==> src/rtl/sound_playback.sv <==
// Sample-buffer consumer: fetches one sample per sample period through the buffer's
// registered read port, tracks fill level against the writer pointer and drives PWM audio.
module sound_playback #(
  parameter int ADDR_WIDTH = 10,
  parameter int DATA_WIDTH = 8,
  parameter int DIV_WIDTH  = 16,
  parameter int LOW_WATER  = 512
) (
  input  logic                  clk,
  input  logic                  reset,
  input  logic                  enable,
  input  logic                  flush,
  input  logic [DIV_WIDTH-1:0]  sampleDivisor,
  input  logic [ADDR_WIDTH-1:0] writeAddress,
  output logic [ADDR_WIDTH-1:0] readAddress,
  input  logic [DATA_WIDTH-1:0] dataIn,
  input  logic                  underrunClear,
  output logic [ADDR_WIDTH-1:0] fillLevel,
  output logic                  bufferFull,
  output logic                  lowWater,
  output logic                  underrun,
  output logic [DATA_WIDTH-1:0] sample,
  output logic                  pwmOut
);

  typedef enum logic [1:0] {
    IDLE    = 2'd0,
    READ    = 2'd1,
    CAPTURE = 2'd2
  } state_t;

  localparam logic [DIV_WIDTH-1:0] MIN_DIV = DIV_WIDTH'(3);

  state_t                  state_r;
  state_t                  state_next_s;
  logic [DIV_WIDTH-1:0]    divider_r;
  logic [DIV_WIDTH-1:0]    div_eff_s;
  logic                    tick_s;
  logic [ADDR_WIDTH-1:0]   read_addr_r;
  logic [ADDR_WIDTH-1:0]   fill_s;
  logic                    empty_s;
  logic [DATA_WIDTH-1:0]   sample_r;
  logic [DATA_WIDTH-1:0]   pwm_count_r;
  logic                    pwm_r;
  logic                    underrun_r;
  logic                    capture_s;
  logic                    underrun_set_s;

  // Pointer-derived status; one slot is always left empty so full and empty differ.
  always_comb begin
    fill_s     = writeAddress - read_addr_r;
    empty_s    = (fill_s == {ADDR_WIDTH{1'b0}});
    bufferFull = (fill_s == {ADDR_WIDTH{1'b1}});
    lowWater   = ({1'b0, fill_s} < (ADDR_WIDTH + 1)'(LOW_WATER));
  end

  // Clamp the divisor so a read always completes before the next tick.
  always_comb begin
    if (sampleDivisor < MIN_DIV) begin
      div_eff_s = MIN_DIV;
    end else begin
      div_eff_s = sampleDivisor;
    end
    if (enable && (divider_r >= div_eff_s)) begin
      tick_s = 1'b1;
    end else begin
      tick_s = 1'b0;
    end
  end

  // Sample-period divider.
  always_ff @(posedge clk or posedge reset) begin
    if (reset) begin
      divider_r <= DIV_WIDTH'(0);
    end else if (!enable || tick_s) begin
      divider_r <= DIV_WIDTH'(0);
    end else begin
      divider_r <= divider_r + DIV_WIDTH'(1);
    end
  end

  // FSM state register.
  always_ff @(posedge clk or posedge reset) begin
    if (reset) begin
      state_r <= IDLE;
    end else begin
      state_r <= state_next_s;
    end
  end

  // FSM next-state logic; flush and disable abort any read in flight.
  always_comb begin
    state_next_s = state_r;
    if (!enable || flush) begin
      state_next_s = IDLE;
    end else begin
      case (state_r)
        IDLE: begin
          if (tick_s && !empty_s) begin
            state_next_s = READ;
          end else begin
            state_next_s = IDLE;
          end
        end
        READ:    state_next_s = CAPTURE;
        CAPTURE: state_next_s = IDLE;
        default: state_next_s = IDLE;
      endcase
    end
  end

  // FSM outputs: the empty/full decision is only taken in IDLE at the tick.
  always_comb begin
    capture_s      = 1'b0;
    underrun_set_s = 1'b0;
    case (state_r)
      IDLE: begin
        if (tick_s && empty_s) begin
          underrun_set_s = 1'b1;
        end else begin
          underrun_set_s = 1'b0;
        end
      end
      CAPTURE: begin
        if (enable && !flush) begin
          capture_s = 1'b1;
        end else begin
          capture_s = 1'b0;
        end
      end
      default: begin
        capture_s      = 1'b0;
        underrun_set_s = 1'b0;
      end
    endcase
  end

  // Read pointer, captured sample and sticky underrun (set beats clear).
  always_ff @(posedge clk or posedge reset) begin
    if (reset) begin
      read_addr_r <= ADDR_WIDTH'(0);
      sample_r    <= DATA_WIDTH'(8'h80);
      underrun_r  <= 1'b0;
    end else begin
      if (flush) begin
        read_addr_r <= writeAddress;
      end else if (capture_s) begin
        read_addr_r <= read_addr_r + ADDR_WIDTH'(1);
      end
      if (capture_s) begin
        sample_r <= dataIn;
      end
      if (underrun_set_s) begin
        underrun_r <= 1'b1;
      end else if (underrunClear) begin
        underrun_r <= 1'b0;
      end
    end
  end

  // PWM counter and comparator output.
  always_ff @(posedge clk or posedge reset) begin
    if (reset) begin
      pwm_count_r <= DATA_WIDTH'(0);
      pwm_r       <= 1'b0;
    end else if (!enable) begin
      pwm_count_r <= DATA_WIDTH'(0);
      pwm_r       <= 1'b0;
    end else begin
      pwm_count_r <= pwm_count_r + DATA_WIDTH'(1);
      pwm_r       <= (pwm_count_r < sample_r);
    end
  end

  assign readAddress = read_addr_r;
  assign fillLevel   = fill_s;
  assign underrun    = underrun_r;
  assign sample      = sample_r;
  assign pwmOut      = pwm_r;

endmodule

==> config.mk <==
export PLATFORM = sky130hd
export DESIGN_NAME = sound_playback
export DESIGN_NICKNAME = d
export VERILOG_FILES = /design/src/rtl/sound_playback.sv
export SDC_FILE = /design/constraint.sdc
export NUM_CORES = 1
export LEC_CHECK = 0
export ABC_CLOCK_PERIOD_IN_PS = 8900
export CAP_MARGIN = 20
export CORE_MARGIN = 10
export CORE_UTILIZATION = 56
export CTS_CLUSTER_DIAMETER = 50
export CTS_CLUSTER_SIZE = 24
export DETAILED_ROUTE_END_ITERATION = 6
export PLACE_DENSITY = 0.87
export SETUP_SLACK_MARGIN = 0.1
export SLEW_MARGIN = 20
export SYNTH_ARGS = -nofsm -noshare
export SYNTH_HDL_FRONTEND = slang
export SYNTH_SLANG_ARGS = --single-unit
==> constraint.sdc <==
create_clock -name clk -period 8.9 [get_ports clk]
set_input_delay 2.225 -clock clk [delete_from_list [all_inputs] [get_ports clk]]
set_output_delay 2.225 -clock clk [all_outputs]
set_load 0.005 [all_outputs]
==> impl_metrics.tcl, run 1 <==
set metrics [dict create \
    status "complete, no violations" \
    ant_nets 0 \
    ir_drop_mv 0.0732 \
    yosysMostFrequentCell "dfrtp_1" \
    coreArea_um2 5610 \
    cts_setup_buffers 0 \
    cts_sinks 46 \
    grt_use_total_pct 17.1 \
    drc_errors 0 \
    cp_common_cell "clkdlybuf4s50_1" \
    synth_flop_cell "dfrtp_1" \
    arrival_ns 5.21 \
    slew_headroom_pct 38.0 \
    min_path_type "register to register" \
    final_core_util_pct 73.6 \
    synth_seq_cells 46 \
    post-route-period-util_pct 83.5 \
    io_pins 71 \
    synth_commonest_cells "45 x dfrtp_1, 44 x inv_1, 35 x ha_1" \
    die_h_um 96.7 \
    p_per_area_nw_per_um2 125 \
    yosys.area.top_type "dfrtp_1" \
    worstPathMaxFanout 3 \
    syn-num-nets 442 \
    hpwlAfterDp_um 6330 \
    drive_gt1_share_pct 6.42 \
    antenna_found_initial 0 \
    viasPerCell 5.52 \
    area_delta_synth_final_pct 25.3 \
    p_leak_nw 2.00 \
    required_ns 6.68 \
    syn_area_um2 3290 \
    rsz0062_at_grt "no" \
    cts_tree "built" \
    drv_cap 0 \
    die-area_um2 9350 \
    cp_slowest_cell "clkdlybuf4s50_1" \
    setup_violations 0 \
    via_count 2806 \
    period_needed_ns 7.43 \
    max-clock-path-buffers 2 \
    overflow 0 \
    fp-row-count 27 \
    cts_buffers 5 \
    antennaDiodeCount 0 \
    firstDrtPassIters 4 \
    yosysSeqAreaShare_pct 35.0 \
    setup_tns_ns 0 \
    synthCells 367 \
    worst_pin_slew_ns 0.928 \
    port_buffers 70 \
    grt_pass1_wl_um 13900 \
    async_flop_share_pct 100 \
    synth_edf_count 0 \
    ctsResizeCount 0 \
    initial_core_util_pct 58.7 \
    grt_max_degree 47 \
    final_nets 510 \
    clockRootBuffer "clkbuf_8" \
    critPathLaunchType "input port" \
    slowest_delay_ns 0.51 \
    yosys.area.top_type_share_pct 34.2 \
    synth.area.top_cells "dfrtp_1 34%, ha_1 13%, xnor2_1 6.1%" \
    synth_cell_types 58 \
    crit_chain "clkdlybuf4s50_1, inv_1, ha_1, fa_1, or2b_1, a211oi_2, nor2_1, xnor2_1, and4_1, and4_2, clkdlybuf4s50_1" \
    rrSetupSlack_ns 5.97 \
    cp-end-kind "primary output" \
    die_w_um 96.7 \
    wl_per_cell_um 16.2 \
    clk_pin_slew_ns 0.09 \
    hold_violations 0 \
    yosys_warnings 0 \
    place_congestion 0.919 \
    drt_iter0_markers 108 \
    routed_wl_um 8210 \
    cts_max_level 2 \
    clock_latency_ns 0.30 \
    timing.fmax_mhz 135 \
    syn_avg_cell_area_um2 8.97 \
    maxSlewViolCount 0 \
    path_class "input port to primary output" \
    fin_skew_ns 0.0108 \
    cts_hold_buf 0 \
    grt_pass1_vias 2922 \
]
[sequential cells by signal, summed over array words and instances (netlist names)]
register     count
readAddress     10
sample           8
state_r          2
pwm_count_r      8
divider_r       16
underrun         1
pwmOut           1
[layer usage]
layer | track usage, % | up-vias | routed length, um
met5 | 0 | - | 0
li1 | - | 1390 | -
met4 | 6.76 | 0 | 199
met2 | 28.8 | 77 | 3910
met1 | 20.1 | 1319 | 3630
met3 | 4.68 | 20 | 461
[final timing paths]
kind                            cells past startpoint             from             end
worst max-delay path                               11  writeAddress[0]      bufferFull
worst min-delay path                                1   pwm_count_r[0]  pwm_count_r[0]
worst max register to register                      8   readAddress[0]        underrun
worst min register to register                      1   pwm_count_r[0]  pwm_count_r[0]
max in group asynchronous                           2            reset    divider_r[7]
min in group asynchronous                           2            reset        underrun
[critical path, delay by kind of cell]
kind / cells / cell delay [ns]
and+or+nand+nor: 4 / 0.80
AOI/OAI and AO/OA: 1 / 0.27
xor gates and xnor gates: 1 / 0.24
buffers and inverters: 3 / 1.05
adders and majority gates: 2 / 0.62
[layout by cell type, fill, tap and decap left out, drive strengths merged, types with 2 or more instances in the layout]
cell	instances
nor4	7
inv	44
dfrtp	45
nand2	33
xnor2	23
clkdlybuf4s50	70
nor2b	3
a31oi	2
nand3	19
or2b	3
clkbuf	6
and3	11
nand4	6
a21oi	10
xor2	15
nor2	28
and2	8
and4	3
ha	35
a211oi	6
nor3	4
a21o	6
or4	2
o21ai	21
o31a	2
nand2b	2
[per-stage QoR]
step,power (mW),instances,cell area [um^2],hold WS [ns],setup WS [ns]
4_1_cts,0.519,508,4130,0.488,1.45
2_1_floorplan,0.312,367,3290,0.437,2.61
6_report,0.517,508,4130,0.484,1.47
3_5_place_dp,0.385,500,4030,0.475,1.47
5_1_grt,0.546,508,4130,0.516,1.28
3_3_place_gp,0.381,500,4030,0.465,1.57
[power by group]
part,total [mW],leakage [nW],internal [mW],switching (mW)
registers,0.225,0.583,0.216,0.00909
logic,0.157,1.37,0.0833,0.0742
clock network,0.135,0.0472,0.0625,0.0724
total,0.517,2.00,0.362,0.156
[logic make-up (layout without fill, tap and decap cells)]
group                      after synthesis  after routing  synth area share (%)
and+or+nand+nor                        133            133                  21.2
adders and majority gates               36             36                  13.9
muxes                                    1              1                 0.342
DFF                                     46             46                  35.0
AOI/OAI and AO/OA                       60             60                  12.9
xor gates and xnor gates                38             38                  10.1
buffers and inverters                   53            122                  6.57
[final cells by class]
type	instances	area [um^2]
Multi-Input combinational cell	268	1920
Clock inverter	2	12.5
Clock buffer	6	82.6
Inverter	44	165
Timing Repair Buffer	70	701
Tap cell	72	90.1
Fill cell	431	1480
Sequential cell	46	1150
(Power assumes the default switching activity.)
==> run 2, diff against run 1 <==
--- a/config.mk
+++ b/config.mk
@@ -5,14 +5,14 @@
 export SDC_FILE = /design/constraint.sdc
 export NUM_CORES = 1
 export LEC_CHECK = 0
-export ABC_CLOCK_PERIOD_IN_PS = 8900
+export ABC_CLOCK_PERIOD_IN_PS = 7600
 export CAP_MARGIN = 20
 export CORE_MARGIN = 10
-export CORE_UTILIZATION = 56
+export CORE_UTILIZATION = 52
 export CTS_CLUSTER_DIAMETER = 50
 export CTS_CLUSTER_SIZE = 24
 export DETAILED_ROUTE_END_ITERATION = 6
-export PLACE_DENSITY = 0.87
+export PLACE_DENSITY = 0.82
 export SETUP_SLACK_MARGIN = 0.1
 export SLEW_MARGIN = 20
 export SYNTH_ARGS = -nofsm -noshare
==> constraint.sdc (replaced) <==
create_clock -name clk -period 7.6 [get_ports clk]
set_input_delay 1.9 -clock clk [delete_from_list [all_inputs] [get_ports clk]]
set_output_delay 1.9 -clock clk [all_outputs]
set_load 0.005 [all_outputs]
==> run 2 against run 1 <==
Final cell count rose by 0.59%. Largest cell class unchanged. Critical path depth did not move. Clock power rose by 33%. Final area rose by 0.45%. Clock skew fell by 0.00078 ns. Sequential power rose by 17%. Global-route usage fell by 1.3 points. Sequential cell count did not move.
==> impl_metrics.tcl, run 2 (same netlist as run 1, synthesis figures left out) <==
set metrics [dict create \
    ant_nets 0 \
    hpwlAfterDp_um 6190 \
    antennaDiodeCount 0 \
    rsz0062_at_grt "no" \
    path_class "input port to primary output" \
    min_path_type "register to register" \
    drt_iter0_markers 81 \
    firstDrtPassIters 4 \
    fp-row-count 28 \
    slew_headroom_pct 37.2 \
    cp_common_cell "clkdlybuf4s50_1" \
    drc_errors 0 \
    routed_wl_um 7770 \
    worstPathMaxFanout 3 \
    fin_skew_ns 0.0101 \
    grt_pass1_wl_um 13500 \
    sw_frac_of_total_pct 28.2 \
    drive_gt1_share_pct 6.19 \
    grt_use_total_pct 15.9 \
    max-clock-path-buffers 2 \
    die_w_um 99.6 \
    p_comb_share_pct 29.1 \
    setup_tns_ns 0 \
    cts_sinks 46 \
    grt_max_degree 47 \
    final_cell_mix "70 x clkdlybuf4s50_1, 45 x dfrtp_1, 43 x inv_1, 35 x ha_1, 32 x nand2_1" \
    p_seq_share_pct 42.2 \
    coreArea_um2 6030 \
    cts_setup_buffers 0 \
    viasPerCell 5.53 \
    pwr-share-clk_pct 28.8 \
    layout_commonest_cell "clkdlybuf4s50_1" \
    grt_pass1_vias 2977 \
    cts_hold_buf 0 \
    maxSlewViolCount 0 \
    p_switching_mw 0.176 \
    overflow 0 \
    setup_ws_ns 0.825 \
    clockRootBuffer "clkbuf_8" \
    crit_chain "clkdlybuf4s50_1, inv_1, ha_1, fa_1, or2b_1, a211oi_2, nor2_1, xnor2_1, and4_1, and4_2, clkdlybuf4s50_1" \
    slowest_delay_ns 0.50 \
    period_needed_ns 6.77 \
    io_pins 71 \
    place_congestion 0.913 \
    clock_latency_ns 0.30 \
    ctsResizeCount 0 \
    p_leak_nw 2.00 \
    cp_slowest_cell "clkdlybuf4s50_1" \
    arrival_ns 4.87 \
    post-route-period-util_pct 89.1 \
    power.internal_mw 0.448 \
    cts_max_level 2 \
    final_nets 510 \
    wl_per_cell_um 15.2 \
    via_count 2827 \
    p_per_area_nw_per_um2 151 \
    timing.fmax_mhz 148 \
    critPathLaunchType "input port" \
    hold_violations 0 \
    die_h_um 99.6 \
    cts_buffers 5 \
    worst_pin_slew_ns 0.941 \
    cp-end-kind "primary output" \
    cp.buffers_inverters 3 \
    largest_register_ffs 16 \
    ir_drop_mv 0.0956 \
    status "complete, no violations" \
    setup_violations 0 \
    die-area_um2 9920 \
    area_delta_synth_final_pct 25.9 \
    critical-path-top-delay-family "buffers and inverters" \
    required_ns 5.70 \
    port_buffers 70 \
    regMostFlops "divider_r" \
    antenna_found_initial 0 \
    clk_pin_slew_ns 0.09 \
    drv_cap 0 \
    pre_cts_slack_ns 0.825 \
    cts_tree "built" \
    initial_core_util_pct 54.7 \
]
run 2: area by class of cell:
type | instances | area (um^2)
Fill cell | 485 | 1880
Multi-Input combinational cell | 268 | 1920
Inverter | 44 | 165
Tap cell | 75 | 93.8
Clock inverter | 2 | 37.5
Sequential cell | 46 | 1150
Timing Repair Buffer | 70 | 701
Clock buffer | 6 | 72.6
run 2: through the flow:
| stage | instances | power (mW) | instance area, um^2 | hold slack, ns | util [%] |
|---|---|---|---|---|---|
| floorplan | 367 | 0.365 | 3290 | 0.437 | - |
| global placement | 503 | 0.446 | 4040 | 0.463 | 67.0 |
| detailed placement | 503 | 0.449 | 4040 | 0.470 | 67.0 |
| CTS | 511 | 0.631 | 4150 | 0.484 | 68.8 |
| global route | 511 | 0.660 | 4150 | 0.507 | 68.8 |
| finish | 511 | 0.624 | 4150 | 0.483 | 68.8 |
run 2: power groups by stage:
stage               Clock, mW  Combinational, mW  Sequential, mW
finish                  0.180              0.182           0.263
global route            0.193              0.203           0.265
CTS                     0.184              0.183           0.263
detailed placement          0              0.181           0.268
global placement            0              0.179           0.268
floorplan                   0             0.0991           0.266
run 2: metal layers:
| metal | track usage [%] | wire [um] | vias to the layer above |
|---|---|---|---|
| met1 | 17.8 | 3350 | 1344 |
| li1 | - | - | 1393 |
| met4 | 5.07 | 122 | 0 |
| met3 | 4.84 | 553 | 11 |
| met2 | 28.0 | 3740 | 79 |
| met5 | 0 | 0 | - |
run 2: worst paths after layout:
path / end / start / slack [ns] / cells past startpoint
max reg2reg: underrun / readAddress[0] / 4.81 / 8
max: bufferFull / writeAddress[0] / 0.83 / 11
min reg2reg: pwm_count_r[0] / pwm_count_r[0] / 0.48 / 1
min in group asynchronous: sample[3] / reset / 2.13 / 2
min: pwm_count_r[0] / pwm_count_r[0] / 0.48 / 1
max in group asynchronous: readAddress[5] / reset / 4.88 / 2
==> run 3, diff against run 2 <==
--- a/config.mk
+++ b/config.mk
@@ -8,11 +8,12 @@
 export ABC_CLOCK_PERIOD_IN_PS = 7600
 export CAP_MARGIN = 20
 export CORE_MARGIN = 10
-export CORE_UTILIZATION = 52
+export CORE_UTILIZATION = 64
 export CTS_CLUSTER_DIAMETER = 50
 export CTS_CLUSTER_SIZE = 24
 export DETAILED_ROUTE_END_ITERATION = 6
-export PLACE_DENSITY = 0.82
+export DONT_BUFFER_PORTS = 1
+export PLACE_DENSITY = 0.8
 export SETUP_SLACK_MARGIN = 0.1
 export SLEW_MARGIN = 20
 export SYNTH_ARGS = -nofsm -noshare
==> run 3 against run 2 <==
Sequential power is essentially flat. Worst setup slack gained 0.92 ns. Register-to-register slack lost 0.09 ns. Combinational power shrank 37%. Critical path depth shrank 2. Wire length shrank 10%. Clock skew shrank 0.0011 ns. Clock power shrank 18%. Largest power group unchanged. Clock-buffer cell count shrank 1. Highest routed layer unchanged.
==> impl_metrics.tcl, run 3 (same netlist as run 1, synthesis figures left out) <==
set metrics [dict create \
    firstDrtPassIters 4 \
    final_nets 440 \
    drc_errors 0 \
    clk_pin_slew_ns 0.09 \
    cts_max_level 2 \
    cts_setup_buffers 0 \
    layout_commonest_cell "dfrtp_1" \
    antennaDiodeCount 0 \
    io_pins 71 \
    post-route-period-util_pct 77.1 \
    hpwlAfterDp_um 5630 \
    arrival_ns 3.96 \
    p_leak_nw 1.72 \
    regMostFlops "divider_r" \
    drive_gt1_share_pct 7.65 \
    ctsResizeCount 0 \
    drv_cap 0 \
    min_path_type "register to register" \
    required_ns 5.70 \
    die_w_um 91.7 \
    place_inst 428 \
    overflow 0 \
    hold_violations 0 \
    path_class "input port to primary output" \
    grt_most_used_layer "met2" \
    fp-row-count 26 \
    grt_pass1_vias 2548 \
    clockRootBuffer "clkbuf_8" \
    ant_nets 0 \
    maxSlewViolCount 0 \
    worstRegToRegCells 8 \
    grt_pass1_wl_um 12200 \
    met1_usage_pct 20.2 \
    p_per_area_nw_per_um2 154 \
    setup_violations 0 \
    status "complete, no violations" \
    setup_tns_ns 0 \
    antenna_found_initial 0 \
    rsz0062_at_grt "no" \
    area_delta_synth_final_pct 3.76 \
    critPathLaunchType "input port" \
    worst_pin_slew_ns 0.931 \
    largest_register_ffs 16 \
    final_cell_mix "45 x dfrtp_1, 43 x inv_1, 35 x ha_1, 32 x nand2_1, 28 x nor2_1" \
    port_buffers 0 \
    viasPerCell 5.75 \
    coreArea_um2 5040 \
    routed_wl_um 6960 \
    ir_drop_mv 0.0858 \
    hold-worst-slack_ns 0.493 \
    die-area_um2 8410 \
    grt_util_met3_pct 5.62 \
    cts_buffers 5 \
    via_count 2506 \
    place_congestion 0.848 \
    slew_headroom_pct 37.9 \
    fin_skew_ns 0.00896 \
    initial_core_util_pct 65.3 \
    grt_max_degree 47 \
    stdcell_count 436 \
    cp-end-kind "primary output" \
    timing.fmax_mhz 171 \
    drt_iter0_markers 90 \
    grt_use_total_pct 16.9 \
    period_needed_ns 5.86 \
    cts_hold_buf 0 \
    cts_tree "built" \
    wl_per_cell_um 16.0 \
    cts_sinks 46 \
    whs_path_depth 1 \
    grtUsageMet2_pct 28.8 \
    die_h_um 91.7 \
    clock_latency_ns 0.29 \
    worstPathMaxFanout 3 \
    max-clock-path-buffers 2 \
]
[run 3: changes by cell type in the layout (fill, tap and decap cells not counted)]
cell             change
bufinv_16            -1
clkbuf_1             -1
clkdlybuf4s50_1     -70
clkinv_2             +2
clkinvlp_4           -1
inv_6                +1
[run 3: worst paths after layout]
path / start / to / slack (ns)
max reg2reg: readAddress[0] / underrun / 4.72
max in group asynchronous: reset / divider_r[9] / 5.33
max: writeAddress[0] / bufferFull / 1.74
min in group asynchronous: reset / sample[5] / 1.69
min: pwm_count_r[0] / pwm_count_r[0] / 0.49
min reg2reg: pwm_count_r[0] / pwm_count_r[0] / 0.49
[run 3: area by class of cell]
cell class | count | area (um^2)
fill | 403 | 1630
tap | 70 | 87.6
clock buffer | 5 | 68.8
sequential | 46 | 1150
multi-input combinational | 268 | 1920
inverter | 44 | 165
clock inverter | 3 | 18.8
[run 3: worst max-delay path: stages]
cell and delay (ns):
inv_1 0.02, ha_1 0.22, fa_1 0.40, or2b_1 0.26
a211oi_2 0.30, nor2_1 0.11, xnor2_1 0.29, and4_1 0.23
and4_2 0.24
[run 3: report_power, final]
group	internal, mW	switching [mW]
registers	0.253	0.0125
logic	0.0460	0.0677
clock network	0.0648	0.0827
total	0.364	0.163
[run 3: through the flow]
step | area [um^2] | util (%) | worst slack (ns) | power (mW)
floorplan | 3290 | - | 1.96 | 0.365
global placement | 3330 | 66.0 | 1.80 | 0.381
detailed placement | 3330 | 66.0 | 1.72 | 0.384
CTS | 3420 | 67.8 | 1.72 | 0.532
global route | 3420 | 67.8 | 1.53 | 0.558
finish | 3420 | 67.8 | 1.74 | 0.526
[run 3: metal layers]
layer  routed length, um  vias up
met1                2950     1192
met4                  73        0
met2                3410       57
met3                 518        7
li1                    -     1250
met5                   0        -
